[config.mk]
export PLATFORM = sky130hd
export DESIGN_NAME = sata_oob_device
export DESIGN_NICKNAME = d
export VERILOG_FILES = /design/src/rtl/sata_oob_device.sv
export SDC_FILE = /design/constraint.sdc
export NUM_CORES = 1
export LEC_CHECK = 0
export CORE_ASPECT_RATIO = 0.6
export CORE_MARGIN = 5
export CORE_UTILIZATION = 53
export CTS_CLUSTER_SIZE = 16
export DETAILED_ROUTE_END_ITERATION = 6
export GPL_TIMING_DRIVEN = 0
export PLACE_DENSITY = 0.84
export SETUP_SLACK_MARGIN = 0.4
export SLEW_MARGIN = 5
export SYNTH_ARGS = -nofsm -noshare
export SYNTH_HDL_FRONTEND = slang
export SYNTH_SLANG_ARGS = --single-unit
[constraint.sdc]
create_clock -name i_clk -period 1.9 [get_ports i_clk]
set_input_delay 0.285 -clock i_clk [delete_from_list [all_inputs] [get_ports i_clk]]
set_output_delay 0.285 -clock i_clk [all_outputs]
set_load 0.03 [all_outputs]
[src/rtl/sata_oob_device.sv]
// Device-side SATA OOB responder: answers a host COMRESET with COMINIT, trades COMWAKE,
// then transmits ALIGN until host ALIGNs arrive and declares the link up.
module sata_oob_device #(
   parameter logic [19:0] AWAKE_TIMEOUT = 20'd800000,
   parameter logic [15:0] ALIGN_TIMEOUT = 16'd8192,
   parameter logic [3:0]  MAX_RETRIES   = 4'd3
) (
   input  logic i_clk,
   input  logic i_reset_n,
   input  logic i_phy_ready,
   input  logic i_rx_comreset,
   input  logic i_rx_comwake,
   input  logic i_rx_align,
   input  logic i_tx_comfinish,
   output logic o_tx_cominit,
   output logic o_tx_comwake,
   output logic o_tx_elecidle,
   output logic o_tx_align,
   output logic o_link_up,
   output logic o_err
);

   typedef enum logic [3:0] {
      IDLE              = 4'd0,
      SEND_COMINIT      = 4'd1,
      WAIT_COMINIT_DONE = 4'd2,
      AWAIT_COMWAKE     = 4'd3,
      WAIT_WAKE_END     = 4'd4,
      SEND_COMWAKE      = 4'd5,
      WAIT_COMWAKE_DONE = 4'd6,
      SEND_ALIGN        = 4'd7,
      READY             = 4'd8
   } state_t;

   localparam logic [19:0] TIMER_MAX   = 20'hFFFFF;
   localparam logic [19:0] AWAKE_LAST  = AWAKE_TIMEOUT - 20'd1;
   localparam logic [19:0] ALIGN_LAST  = {4'd0, ALIGN_TIMEOUT} - 20'd1;
   localparam logic [4:0]  RETRY_LIMIT = {1'b0, MAX_RETRIES} + 5'd1;

   state_t      state_q, state_d;
   logic [19:0] timer_q, timer_d;
   logic [4:0]  retry_q, retry_d;
   logic        err_q, err_d;
   logic        comreset_q;
   logic        comreset_fall_q;
   logic        tx_cominit_q, tx_comwake_q, tx_elecidle_q, tx_align_q, link_up_q;

   logic        comreset_rise_s;
   logic [4:0]  retry_inc_s;
   logic        give_up_s;
   state_t      fail_state_s;

   assign comreset_rise_s = i_rx_comreset & ~comreset_q;
   assign retry_inc_s     = retry_q + 5'd1;
   assign give_up_s       = (retry_inc_s >= RETRY_LIMIT);
   assign fail_state_s    = give_up_s ? IDLE : SEND_COMINIT;

   // Next-state, retry and error logic; a COMRESET rising edge outranks everything else.
   always_comb begin
      state_d = state_q;
      retry_d = retry_q;
      err_d   = err_q;
      if (comreset_rise_s) begin
         state_d = IDLE;
         retry_d = 5'd0;
         err_d   = 1'b0;
      end else if (!i_phy_ready) begin
         state_d = IDLE;
      end else begin
         case (state_q)
            IDLE: begin
               // Only answer once the host burst has ended.
               if (comreset_fall_q) state_d = SEND_COMINIT;
               else                 state_d = IDLE;
            end
            SEND_COMINIT: state_d = WAIT_COMINIT_DONE;
            WAIT_COMINIT_DONE: begin
               if (i_tx_comfinish) state_d = AWAIT_COMWAKE;
               else                state_d = WAIT_COMINIT_DONE;
            end
            AWAIT_COMWAKE: begin
               if (i_rx_comwake) begin
                  state_d = WAIT_WAKE_END;
               end else if (timer_q == AWAKE_LAST) begin
                  state_d = fail_state_s;
                  retry_d = retry_inc_s;
                  err_d   = err_q | give_up_s;
               end else begin
                  state_d = AWAIT_COMWAKE;
               end
            end
            WAIT_WAKE_END: begin
               if (!i_rx_comwake) state_d = SEND_COMWAKE;
               else               state_d = WAIT_WAKE_END;
            end
            SEND_COMWAKE: state_d = WAIT_COMWAKE_DONE;
            WAIT_COMWAKE_DONE: begin
               if (i_tx_comfinish) state_d = SEND_ALIGN;
               else                state_d = WAIT_COMWAKE_DONE;
            end
            SEND_ALIGN: begin
               if (i_rx_align) begin
                  state_d = READY;
               end else if (timer_q == ALIGN_LAST) begin
                  state_d = fail_state_s;
                  retry_d = retry_inc_s;
                  err_d   = err_q | give_up_s;
               end else begin
                  state_d = SEND_ALIGN;
               end
            end
            READY: begin
               state_d = READY;
               retry_d = 5'd0;
            end
            default: state_d = IDLE;
         endcase
      end
   end

   // Shared timeout timer: restarts on any state change or COMRESET, saturates at full scale.
   always_comb begin
      timer_d = timer_q;
      if (comreset_rise_s || (state_d != state_q)) begin
         timer_d = 20'd0;
      end else if (timer_q == TIMER_MAX) begin
         timer_d = timer_q;
      end else begin
         timer_d = timer_q + 20'd1;
      end
   end

   // State, counters, COMRESET edge history and outputs registered from the next state.
   always_ff @(posedge i_clk or negedge i_reset_n) begin
      if (!i_reset_n) begin
         state_q         <= IDLE;
         timer_q         <= 20'd0;
         retry_q         <= 5'd0;
         err_q           <= 1'b0;
         comreset_q      <= 1'b0;
         comreset_fall_q <= 1'b0;
         tx_cominit_q    <= 1'b0;
         tx_comwake_q    <= 1'b0;
         tx_elecidle_q   <= 1'b1;
         tx_align_q      <= 1'b0;
         link_up_q       <= 1'b0;
      end else begin
         state_q         <= state_d;
         timer_q         <= timer_d;
         retry_q         <= retry_d;
         err_q           <= err_d;
         comreset_q      <= i_rx_comreset;
         comreset_fall_q <= comreset_q & ~i_rx_comreset;
         tx_cominit_q    <= (state_d == SEND_COMINIT);
         tx_comwake_q    <= (state_d == SEND_COMWAKE);
         tx_elecidle_q   <= ~((state_d == SEND_ALIGN) || (state_d == READY));
         tx_align_q      <= (state_d == SEND_ALIGN);
         link_up_q       <= (state_d == READY);
      end
   end

   assign o_tx_cominit  = tx_cominit_q;
   assign o_tx_comwake  = tx_comwake_q;
   assign o_tx_elecidle = tx_elecidle_q;
   assign o_tx_align    = tx_align_q;
   assign o_link_up     = link_up_q;
   assign o_err         = err_q;

endmodule

==> out/metrics.cfg <==
[logic_synthesis]
yosysTopAreaCell = dfrtp_1
synth_nets = 245
yosysSeqAreaShare_pct = 42.7
async_flop_share_pct = 100
yosysTopAreaCellShare_pct = 41.5
syn_area_um2 = 2170
synth_cell_types = 58
avgSynthCellArea_um2 = 9.24
yosys_warnings = 0
syn_inst = 235
synth_edf_count = 0
synth_flop_cell = dfrtp_1
synthTopCellsByArea = dfrtp_1 (41%), nor2_1 (7.3%), xor2_1 (4.0%)
ys_ff_latch = 37

[place]
numPortBuffers = 12
dp_hpwl_um = 3460
dpl_cell_area_um2 = 2380
place.gp.congestion = 0.900
dp_cells = 297

[worst_setup_path]
r2r_start = timer_q[12]
cp_cell_sequence = nor4b_2, nand4_1, buf_6, nor2_1, nor2_2, or3_1, nand4_1, buf_6, buf_6, nor2_4
rrSetupSlack_ns = -0.47
end_kind = register
cp_common_cell = buf_6
r2r_cells = 10
max_stage_delay_ns = 0.48
required_ns = 2.07
cpLargestDelayFamily = simple AND/OR/NAND/NOR gates
reg2reg_to = timer_q[8]
slowest_stage = dfrtp_1
path_max_fanout = 8
path_buf_inv = 3
cp-start-kind = register
worst_ep_arrival_time_ns = 2.55
timing_worst_setup_path_type = register to register

[sta]
fin_ws_ns = -0.474
relSlewSlack_pct = 44.2
finalMaxSlewViolations = 0
min_period_over_period_pct = 125
max_freq_mhz = 421
worst_pin_slew_ns = 0.838
rsz0062_at_grt = true
clock_skew_ns = 0.00519
setup_violations = 31
hold_viol = 0
min_period_ns = 2.37

[clock_tree]
cts_max_path_buffers = 2
path_clk_slew_ns = 0.07
cts_buffers = 5
cts_tree = yes
root_buffer = clkbuf_8
clock_sinks = 37
h-tree-depth = 2
clk_latency_ns = 0.29

[route]
postRouteAntennaNets = 0
avgViaCountPerCell = 6.42
vias = 2170
drtPass1Iterations = 5
drc = 0
drt-initial-drc-count = 330
drt-total-wl_um = 6380
wl_per_cell_um = 18.9

[die]
dieHeight_um = 59.6
die_x_um = 92.6
ioPinCount = 13
core_um2 = 4030
rows = 18
start_util_pct = 53.8
die_area_um2 = 5520

[flow_run]
max_cap_viol_count = 0

[cells_and_area]
regMostFlops = timer_q
fin_cells = 338
nNetsFinal = 297
syn_to_final_growth_pct = 35.6
stdcell_area_um2 = 2940
antennaDiodeCount = 0
multi_input_area_um2 = 1390
drive_gt1_share_pct = 37.2
final-seq-area_um2 = 935
largest_reg_flops = 20
fillers = 244
reg.largest.list = timer_q (20), retry_q (5), state_q (4)

[power]
power_density_nw_per_um2 = 626
switching_share_pct = 28.1
p_int_uw = 1330
leakage_uw = 0.00125
p_clk_share_pct = 33.0
power_frac_seq_pct = 46.5
switchingPower_uw = 518
p_comb_share_pct = 20.4
ir_drop_v = 0.000353

[grt]
grt_remaining_overflow = 0
antenna_found_initial = 0
grt_pass1_wl_um = 10100
grt_max_degree = 38
grt_pass1_vias = 2043
grt_usage_pct = 24.0

[status]
violations = setup timing
status = finished with violations

[worst_hold_path]
hold_path_class = input pin to asynchronous set/reset pin

==> cell families after synthesis <==
family / count (synthesis) / share of synthesized area (%)
adder cells (fa/ha/maj): 3 / 1.73
multiplexers: 3 / 1.44
buffers and inverters: 10 / 2.54
AO/OA/AOI/OAI: 35 / 11.7
XOR/XNOR: 17 / 6.86
flip-flops: 37 / 42.7
AND/OR/NAND/NOR: 130 / 33.0
==> per-stage QoR <==
stage / utilization [%] / hold WS (ns) / setup TNS (ns) / worst slack [ns] / total power, uW
3_3_place_gp: 59.1 / 0.475 / -24.56 / -0.650 / 1090
6_report: 73.0 / 0.100 / -11.33 / -0.474 / 1840
4_1_cts: 69.6 / 0.131 / -6.77 / -0.291 / 1800
3_5_place_dp: 59.0 / 0.433 / -13.95 / -0.643 / 1100
2_1_floorplan: - / -0.0106 / -0.988 / -0.107 / 1020
5_1_grt: 73.0 / 0.189 / -14.14 / -0.568 / 1910
==> cells in the mapped netlist (4+ instances only) <==
| master | instances |
|---|---|
| o21ai_0 | 4 |
| nand3_1 | 11 |
| nor3_1 | 5 |
| xor2_1 | 10 |
| nor2_1 | 42 |
| a21oi_1 | 6 |
| and3_1 | 4 |
| nand4_1 | 11 |
| xnor2_1 | 7 |
| a31oi_1 | 4 |
| dfrtp_1 | 36 |
| nand2_1 | 20 |
==> how the worst max path moves through the flow <==
stage	from	endpoint	slack, ns	cells past startpoint
global route	timer_q[12]	timer_q[8]	-0.57	10
global placement	i_rx_align	timer_q[16]	-0.65	9
detailed placement	i_rx_comreset	timer_q[16]	-0.64	10
floorplan	timer_q[0]	retry_q[3]	-0.11	7
CTS	timer_q[15]	o_tx_elecidle	-0.29	10
finish	timer_q[12]	timer_q[8]	-0.47	10
==> what timing repair did <==
action,CTS,global route
hold buffers,0,0
endpoints found under the setup margin,41,36
pin swaps,18,15
setup buffers,27,6
resized for setup,41,29
cloned,0,0
==> power by group through the flow <==
stage	registers [uW]	clock network [uW]	logic [uW]
after floorplan	866	0	156
after global placement	869	0	222
after detailed placement	872	0	229
after CTS	851	611	338
after global routing	861	652	400
final	858	609	376
==> area by class of cell <==
cell class | count | area share (%)
buffer | 8 | 2.04
clock buffer | 7 | 3.27
clock inverter | 1 | 0.170
inverter | 2 | 0.255
multi-input combinational | 188 | 47.4
sequential | 37 | 31.8
tap | 50 | 2.13
timing repair buffer | 45 | 13.0
==> layout by cell type (no fill, tap or decap), types with 5 or more instances in the layout <==
cell type | netlist | layout
dfrtp_2 | 0 | 6
dfrtp_1 | 36 | 30
xor2_1 | 10 | 10
clkbuf_8 | 0 | 7
nor2_1 | 42 | 30
buf_4 | 2 | 29
clkdlybuf4s50_1 | 0 | 5
xnor2_1 | 7 | 7
nand2_1 | 20 | 18
nand3_1 | 11 | 10
dlygate4sd2_1 | 0 | 5
nor2_2 | 0 | 9
buf_6 | 1 | 9
nand4_1 | 11 | 11
==> routing by layer <==
metal | track usage [%] | vias up | part of all wire [%]
met2 | 35.5 | 147 | 43
met4 | 10.6 | 0 | 4.9
met1 | 34.1 | 1032 | 43
met5 | 0 | - | 0
li1 | - | 951 | -
met3 | 5.08 | 40 | 8.7
Power figures use the tool's default switching activity.
